### config.mk
export PLATFORM = sky130hd
export DESIGN_NAME = alu_req_arbiter
export DESIGN_NICKNAME = d
export VERILOG_FILES = /design/src/rtl/alu_req_arbiter.sv
export SDC_FILE = /design/constraint.sdc
export NUM_CORES = 1
export LEC_CHECK = 0
export CELL_PAD_IN_SITES_DETAIL_PLACEMENT = 0
export CELL_PAD_IN_SITES_GLOBAL_PLACEMENT = 1
export CORE_ASPECT_RATIO = 0.5
export CORE_MARGIN = 4
export CORE_UTILIZATION = 25
export CTS_CLUSTER_SIZE = 10
export DETAILED_ROUTE_END_ITERATION = 12
export PLACE_DENSITY = 0.83
export SLEW_MARGIN = 20
export SYNTH_ARGS = -nofsm -noshare
export SYNTH_HDL_FRONTEND = slang
export SYNTH_SLANG_ARGS = --single-unit
### constraint.sdc
create_clock -name clk -period 3.65 [get_ports clk]
set_clock_uncertainty 0.15 [all_clocks]
set_input_delay 0.5475 -clock clk [delete_from_list [all_inputs] [get_ports clk]]
set_output_delay 0.5475 -clock clk [all_outputs]
set_load 0.05 [all_outputs]
### src/rtl/alu_req_arbiter.sv
// Two-requester round-robin front end for one shared external ALU.
// Accepted operations are latched, executed for one cycle and returned on a tagged response port.
module alu_req_arbiter #(
    parameter int N = 32
) (
    input  logic         clk,
    input  logic         reset,

    input  logic         req0_valid,
    output logic         req0_ready,
    input  logic [3:0]   req0_op_code,
    input  logic [N-1:0] req0_operand1,
    input  logic [N-1:0] req0_operand2,

    input  logic         req1_valid,
    output logic         req1_ready,
    input  logic [3:0]   req1_op_code,
    input  logic [N-1:0] req1_operand1,
    input  logic [N-1:0] req1_operand2,

    output logic [3:0]   alu_op_code,
    output logic [N-1:0] alu_operand1,
    output logic [N-1:0] alu_operand2,
    input  logic [N-1:0] alu_result,
    input  logic         alu_zero,
    input  logic         alu_overflow,

    output logic         rsp_valid,
    input  logic         rsp_ready,
    output logic         rsp_id,
    output logic [N-1:0] rsp_result,
    output logic         rsp_zero,
    output logic         rsp_overflow,
    output logic         rsp_error
);

    typedef enum logic [1:0] {
        IDLE = 2'd0,
        EXEC = 2'd1,
        RESP = 2'd2
    } state_t;

    state_t         state;
    state_t         state_nxt;
    logic           last_grant;
    logic           grant;
    logic           accept;

    logic [3:0]     op_p0;
    logic [N-1:0]   opa_p0;
    logic [N-1:0]   opb_p0;
    logic           id_p0;

    function automatic logic op_legal(input logic [3:0] op);
        return (op <= 4'd9);
    endfunction

    // Contention goes to whoever did not win last time.
    always_comb begin
        grant = ~last_grant;
        if (req0_valid && !req1_valid) begin
            grant = 1'b0;
        end else if (req1_valid && !req0_valid) begin
            grant = 1'b1;
        end
    end

    assign req0_ready = (state == IDLE) && req0_valid && !grant;
    assign req1_ready = (state == IDLE) && req1_valid &&  grant;
    assign accept     = req0_ready || req1_ready;

    always_comb begin
        state_nxt = state;
        case (state)
            IDLE:    if (accept)    state_nxt = EXEC;
            EXEC:                   state_nxt = RESP;
            RESP:    if (rsp_ready) state_nxt = IDLE;
            default:                state_nxt = IDLE;
        endcase
    end

    always_ff @(posedge clk or posedge reset) begin
        if (reset) begin
            state <= IDLE;
        end else begin
            state <= state_nxt;
        end
    end

    // Stage p0: latched request, the only source of the ALU inputs.
    always_ff @(posedge clk or posedge reset) begin
        if (reset) begin
            last_grant <= 1'b1;
            id_p0      <= 1'b0;
            op_p0      <= '0;
            opa_p0     <= '0;
            opb_p0     <= '0;
        end else if (accept) begin
            last_grant <= grant;
            id_p0      <= grant;
            op_p0      <= grant ? req1_op_code  : req0_op_code;
            opa_p0     <= grant ? req1_operand1 : req0_operand1;
            opb_p0     <= grant ? req1_operand2 : req0_operand2;
        end
    end

    assign alu_op_code  = op_p0;
    assign alu_operand1 = opa_p0;
    assign alu_operand2 = opb_p0;

    // Stage p1: registered response; illegal ops never expose ALU output.
    always_ff @(posedge clk or posedge reset) begin
        if (reset) begin
            rsp_valid    <= 1'b0;
            rsp_id       <= 1'b0;
            rsp_result   <= '0;
            rsp_zero     <= 1'b0;
            rsp_overflow <= 1'b0;
            rsp_error    <= 1'b0;
        end else if (state == EXEC) begin
            rsp_valid <= 1'b1;
            rsp_id    <= id_p0;
            if (op_legal(op_p0)) begin
                rsp_result   <= alu_result;
                rsp_zero     <= alu_zero;
                rsp_overflow <= alu_overflow;
                rsp_error    <= 1'b0;
            end else begin
                rsp_result   <= '0;
                rsp_zero     <= 1'b1;
                rsp_overflow <= 1'b0;
                rsp_error    <= 1'b1;
            end
        end else if ((state == RESP) && rsp_ready) begin
            rsp_valid <= 1'b0;
            rsp_error <= 1'b0;
        end
    end

endmodule

# Word level (Yosys, flattened, before mapping)
# Index checks and enable logic that the tools add are counted.
# totals
ff_bits,109
latch_bits,0
ram_bits,0
romBits,0
input_bits,175
output_inout_bits,107
memories,0
# op_classes
add_sub_neg,0
multipliers,0
div_mod_pow,0
order_cmp,1
n_eq_ne,4
n_shift,0
muxes,15
n_bitwise,1
n_reduce_logical,14
# ops
cell,n
32-bit two-way mux,3
1-bit two-way mux,8
1-bit logical AND,7
2-bit case mux with 3 select lines,1
"4-bit <= comparator, second input constant",1
2-bit two-way mux,2
4-bit two-way mux,1
"2-bit != test, second input constant",2
1-bit zero test,3
"2-bit by 1-bit equality test with 1-bit output, second input constant",1
"2-bit equality test, second input constant",1
2-bit zero test,1
2-bit AND reduction,1
2-bit nonzero test,1
1-bit logical OR,1
1-bit NOT,1

# Longest topological paths before layout
# depth
depth_word,9
ltp_mapped,7

# Worst setup path before layout
# OpenSTA, ideal clock, no wires.
# synth_path
path_kind,input port to output port
start,in req1_valid
end,out req1_ready
arrival_time_ps,2119
required_time_ps,2952
setup_slack_ps,834
cell_stages,4
n_path_buf,2
path_cell_list,a21bo_1 clkbuf_1 buf_4 nor3_1
# synth_via
elab_chain_cells,4
# synth_lines
item,line,text
"start, declared",15,"input logic req1_valid,"
1-bit logical AND / 1-bit zero test (equally long branches),"63, 61",
1-bit two-way mux / 1-bit logical AND (equally long branches),"63, 61",
1-bit two-way mux,61,if (req0_valid && !req1_valid) begin
1-bit logical AND *,69,assign req1_ready = (state == IDLE) && req1_valid && grant;
"end, declared",16,"output logic req1_ready,"
# Every way passes the cells marked *; elsewhere a longest branch is shown, timed or not.

# Worst setup path in the final report
# layout_path
start,in req0_valid
end,out req0_ready
# layout_via
elab_chain_cells,6
# layout_lines
item,line,text
"start, declared",9,"input logic req0_valid,"
1-bit zero test,63,end else if (req1_valid && !req0_valid) begin
1-bit logical AND,63,
1-bit two-way mux,63,
1-bit two-way mux,61,
1-bit zero test,68,assign req0_ready = (state == IDLE) && req0_valid && !grant;
1-bit logical AND *,68,
"end, declared",10,"output logic req0_ready,"
# Marks and branches as above.

==> impl_results.md <==
- Placed cells: 1005
- Post-synth cell types: 25
- CP delay by family, top: buffers and inverters
- Worst R2R Start: state[1]
- Cts repair resizes: 0
- DRC: 0
- Util after Layout: 0.4267
- Worst Path Required: 2.95 ns
- # hold bufs at CTS: 0
- Seq cells post-synth: 109
- Num CTS Buffers: 9
- Initial DRC Count: 360
- M1 WL: 7.831 mm
- EDFF count, synth: 0
- Worst Setup Start Kind: input port
- Register area share after synthesis: 0.5308
- Number of H-tree levels: 3
- Storage cell area: 2729 um^2
- CTS tree: built
- Unrepaired setup endpoints after global routing: false
- Power Dens Cells: 961.3 nW/um^2
- Tot GR Track Use: 0.1615
- Clock insertion delay at the later pin of the skew report: 0.35 ns
- CTS clock-pin slew for the worst setup and hold paths: 0.08 ns
- Max Cap Violations: 0
- P_leak: 3.193 nW
- Worst path cell trace: clkdlybuf4s50_1 > nand2_1 > nor3_1 > clkdlybuf4s50_1
- Die ar.: 23060 um^2
- Post-CTS Setup Inserts: 0
- Hold Vio Cnt, Final: 0
- CP dominant cell by count: clkdlybuf4s50_1
- Synth async-reset ratio: 1.000
- Die span in y: 109.4 um
- Clock power share: 0.129
- Syn_area_per_cell: 10.14 um^2
- Crit path capture type: primary output
- FF-to-FF setup slack: 1.10 ns
- Share of cells above drive strength 1: 0.06358
- Crit path time final: 3.030 ns
- Routed WL: 19.50 mm
- Crit share post-route: 0.8302
- Status: completed
- Gpl congestion: 0.7779
- WS Path Type: in -> out
- Syn_nets: 682
- Non-Filler Instances: 1021
- Placed Area: 8142 um^2
- Drt pass-1 iters: 4
- Reg-to-reg critical path endpoint: alu_operand1[4]
- Int Pwr: 4.029 mW
- CP arrival: 2.33 ns
- Total Power: 8.129 mW
- # clock sinks: 109
- Metal3 WL: 767 um
- Multi-input gate area: 2157 um^2
- First-pass GRT wire length: 29.79 mm
- Critical path's largest stage delay: 0.83 ns
- Post-synth top cells: dfrtp_1 (108), a21oi_1 (72), o21ai_0 (69)
- Maximum vdd ir drop: 0.0003569 V
- Initial Util: 0.2594
- Post-DRT Antenna Nets: 0
- DR WL met2: 10.07 mm
- Seq pwr share: 0.262
- Synthesized cell area: 5141 um^2
- PortBufs: 281
- Slowest-stage cell, CP: clkdlybuf4s50_1
- Highest routing layer actually used: met4
- Sw Ratio: 0.5043
- Worst-case clock buffer depth: 2
- # rows: 36
- Nets: 925
- Vias: 5196
- Core ar.: 19820 um^2
- Fin. max-slew vios: 0
- Largest net degree at the start of global routing: 137
- Worst Hold Class: in -> async
- CP bufs+invs: 2
- Net switching power: 4.100 mW
- GRT overflow: 0
- Fmax: 0.3300 GHz
- CP Max Fanout: 6
- Vias in the first global route: 5249
- Layout Cell Area excl Fill: 8457 um^2
- Worst Max-Slew Pin Slew: 1.053 ns
- Routed len/inst: 19.10 um
- Syn Inst Count: 507
- Filler cell count in the final layout: 1938
- Final setup margin: 0.6197 ns
- TNS Setup: 0 ns
- Leading post-synthesis cells by cell area: dfrtp_1 (53%), nand3b_1 (9.9%), a31oi_1 (7.2%), a21oi_1 (7.0%), o21ai_0 (6.7%)
- Part of the power in combinational logic: 0.610
- WHS: 0.3446 ns
- Final setup violation count: 0
- Yosys top cell by area: dfrtp_1
- Top cell type's share of synthesized area: 0.5257
- DPL Wire Length: 13.33 mm
- CP Launch Point: req0_valid
- Count leader, synth: dfrtp_1
- Diode count: 0
- Die width: 210.8 um
- Synthesis warning total: 0
- Number of cells on the worst reg-to-reg path: 5
- Pre-CTS setup slack: 0.6151 ns
- Initial antenna violation count: 0
- Relative slew slack: 0.2981
- I/O pins: 282
- Area Overhead vs Synth: 64.49%
- Avg Vias per Cell: 5.089
- CTS root buffer: clkbuf_16
- Primary FF master, synth: dfrtp_1
-- power by group through the flow --
stage,Combinational [mW],Sequential (mW),Clock [mW]
4_1_cts,4.98,2.13,1.09
3_3_place_gp,4.94,2.13,0
2_1_floorplan,1.45,3.93,0
6_report,4.96,2.13,1.05
5_1_grt,5.21,2.21,1.14
3_5_place_dp,4.98,2.15,0
-- flip-flops by register name, summed over array words and instances, names as in the netlist --
register      count
alu_operand1     32
alu_operand2     32
rsp_result       32
alu_op_code       4
state             2
id_p0             1
last_grant        1
rsp_error         1
rsp_id            1
rsp_overflow      1
rsp_valid         1
rsp_zero          1
-- cell usage in the layout, fill, tap and decap left out, drive strengths merged --
| cell type | instances |
|---|---|
| nand3b | 68 |
| dfrtp | 108 |
| nor2 | 5 |
| buf | 13 |
| dfstp | 1 |
| nor2b | 2 |
| clkinv | 1 |
| nand2 | 5 |
| or2 | 1 |
| a22o | 33 |
| and2 | 1 |
| nor3 | 4 |
| nand2b | 2 |
| clkinvlp | 2 |
| a31oi | 69 |
| inv | 5 |
| a21bo | 1 |
| clkdlybuf4s50 | 280 |
| bufinv | 1 |
| o21ai | 69 |
| clkbuf | 9 |
| a21boi | 1 |
| a21o | 1 |
| a21oi | 72 |
| o21a | 1 |
-- cell families after synthesis --
kind of cell    share of synthesized area
simple gates                       0.1188
compound gates                     0.2959
flops                              0.5308
buf+inv                           0.05451
-- worst reg2reg max path: stages, from the launching register on --
cell	delay (ns)
dfrtp_1	0.51
nor2_4	0.14
buf_4	0.65
and2_2	0.31
buf_4	0.47
a31oi_1	0.18
-- how the worst max path moves through the flow --
stage / end / slack (ns) / depth (start not counted)
6_report: req0_ready / 0.62 / 4
5_1_grt: req0_ready / 0.54 / 4
4_1_cts: req0_ready / 0.61 / 4
3_5_place_dp: req0_ready / 0.62 / 4
3_3_place_gp: req0_ready / 0.67 / 4
2_1_floorplan: alu_op_code[0] / 0.08 / 1
-- layout make-up --
cell class              count  area share
clock inverters             7     0.01065
repair buffers            293      0.3444
clock buffers               9     0.02663
flip-flops and latches    109      0.3227
well taps                 266     0.03935
inverters                   2    0.001184
multi-input cells         335      0.2551
-- routing by layer --
metal,GRT usage,vias up
met5,0,-
met4,0.07166,0
met2,0.2887,169
li1,-,2385
met3,0.02765,51
met1,0.1939,2591
Power figures use the tool's default switching activity.
==> RTL change: new RTL, config.mk and constraints unchanged <==
Make the reset (`reset`) synchronous in 3 clocked blocks.
--- a/src/rtl/alu_req_arbiter.sv
+++ b/src/rtl/alu_req_arbiter.sv
@@ -79,7 +79,7 @@
         endcase
     end
 
-    always_ff @(posedge clk or posedge reset) begin
+    always_ff @(posedge clk) begin
         if (reset) begin
             state <= IDLE;
         end else begin
@@ -88,7 +88,7 @@
     end
 
     // Stage p0: latched request, the only source of the ALU inputs.
-    always_ff @(posedge clk or posedge reset) begin
+    always_ff @(posedge clk) begin
         if (reset) begin
             last_grant <= 1'b1;
             id_p0      <= 1'b0;
@@ -109,7 +109,7 @@
     assign alu_operand2 = opb_p0;
 
     // Stage p1: registered response; illegal ops never expose ALU output.
-    always_ff @(posedge clk or posedge reset) begin
+    always_ff @(posedge clk) begin
         if (reset) begin
             rsp_valid    <= 1'b0;
             rsp_id       <= 1'b0;
Function: differs if reset is asserted again (counterexample within 4 cycles, from zero or initial values and one cycle with reset high); with reset held inactive, the same outputs for 10 cycles.
==> RTL change against the unedited design <==
- sequential cell count is the same
- non-clock buffer count increased by 3
- critical endpoint unchanged
- hold slack got worse by 0.044 ns
- cell area grew 2.6%
- largest cell class unchanged
- synthesized area increased by 6.1%
- global-route usage rose by 1.1 points
- via count increased by 19%
- setup slack got worse by 0.11 ns
- wire length increased by 15%
- core utilization is 1.3 points lower
- critical path type is now flip-flop to primary output
Power is not compared: it rests on default switching activity, and its combinational part moved more than twofold at a synthesized area within 25%.
==> RTL change: results (changes against the unedited design) <==
* Worst path slowest cell: clkinv_2
* Largest fanout on the critical path at 69 (+63)
* FILL cells at 2045 (+5.5%)
* Final routed wire length divided by cell count at 20.1 um (+5.3%)
* # resized after CTS at 0 (unchanged)
* Layout Cells excl Fill at 1116 (+9.3%)
* Fraction of layout instances using a drive strength above 1 at 10.4% (+4.1 points)
* CTS Buffer Depth at 2 (unchanged)
* Post-detailed-placement half-perimeter wirelength at 14.6 mm (+9.7%)
* Number of nets in the final layout at 994 (+7.5%)
* Initial detailed-routing violation count at 441 (+23%)
* Maximum number of pins on one net before global-route repair at 123 (-10%)
* CTS H-tree lvls at 3 (unchanged)
* GR met1 Demand/Resource at 21.4% (+2.0 points)
* Synth async-reset ratio at 0% (-100 points)
* Number of antenna violations at the first check in global routing at 1 (+1)
* Number of instances in the synthesized netlist at 610 (+20%)
* Max_slew headroom at 33.6% (+3.8 points)
* Commonest cells in the netlist: dfxtp_1 (109), a21oi_1 (105), a2111oi_0 (96)
* Outcome: completed
* Mapped Nets at 785 (+15%)
* Met2 track demand over resource at 29.6% (+0.75 points)
* Path type of the worst min-delay path: flip-flop to flip-flop
* Number of inserted diodes at 0 (unchanged)
* Primary flip-flop cell chosen by synthesis mapping: dfxtp_1
* Placer congestion estimate at 0.796 (+2.3%)
* Leading cell types by total area after synthesis: dfxtp_1 (40%), a2111oi_0 (15%), a2111oi_2 (11%)
* All-layer global routing usage at 17.3% (+1.1 points)
* Seq/Total Area, Yosys at 40.0% (-13 points)
* Clock group share of total power at 27.8%
* Count of cell types in the netlist at 28 (+12%)
* Buffer count from post-CTS setup fixing at 0 (unchanged)
* Routed vias at 6168 (+19%)
* Number of global-route vias before repair at 5996 (+14%)
* CTS clock-pin slew for the worst setup and hold paths at 0.08 ns (about the same)
* Met3 Resource Use GR at 3.68% (+0.91 points)
* Worst stage delay on the critical path at 0.87 ns (+0.04 ns)
* Number of iterations in the first detailed-routing pass at 5 (+1)
* Global-route wire length before repair at 34.3 mm (+15%)
-- RTL change: cell types whose count changed after synthesis, moves of 34 or more --
| cell | delta |
|---|---|
| dfxtp_1 | +109 |
| dfrtp_1 | -108 |
| a2111oi_0 | +96 |
| o21ai_0 | -69 |
| nand3b_1 | -68 |
| nor4_1 | +68 |
| a31oi_1 | -59 |
| a2111oi_2 | +40 |
| nand2_1 | +34 |
-- RTL change: area by class of cell --
cell class	count	share of cell area, %
Clock buffer	9	2.60
Clock inverter	7	1.20
Inverter	4	0.202
Multi-Input combinational cell	399	32.7
Sequential cell	109	25.2
Tap cell	292	4.21
Timing Repair Buffer	296	33.9
-- RTL change: stage by stage --
step                      cell area [um^2]  utilization, %  setup slack [ns]
after global placement                8340            39.8             0.875
after global routing                  8680            41.4             0.383
after CTS                             8670            41.4             0.844
after floorplan                       5460               -             0.998
after detailed placement              8340            39.8             0.835
final                                 8680            41.4             0.508
-- RTL change: per-layer routing --
layer / up-vias / part of all wire, % / wire, um
li1: 2892 / - / -
met1: 2996 / 41 / 9210
met2: 224 / 50 / 11200
met3: 54 / 5.0 / 1120
met4: 2 / 3.9 / 875
met5: - / 0.049 / 11
-- RTL change: kinds of logic (layout without fill, tap and decap cells) --
logic type	Yosys count	in the layout	synth area share, %
AOI/OAI and AO/OA	248	248	37.1
and+or+nand+nor	151	151	14.7
DFF	109	109	40.0
buffers and inverters	102	316	8.23
-- RTL change: path summary, 6_finish.rpt --
check,startpoint,depth (start not counted),slack [ns],endpoint
hold reg to reg,rsp_result[18],2,0.30,rsp_result[18]
setup reg to reg,last_grant,3,1.01,alu_operand2[3]
hold / removal,rsp_result[18],2,0.30,rsp_result[18]
setup / recovery,last_grant,3,0.51,req0_ready
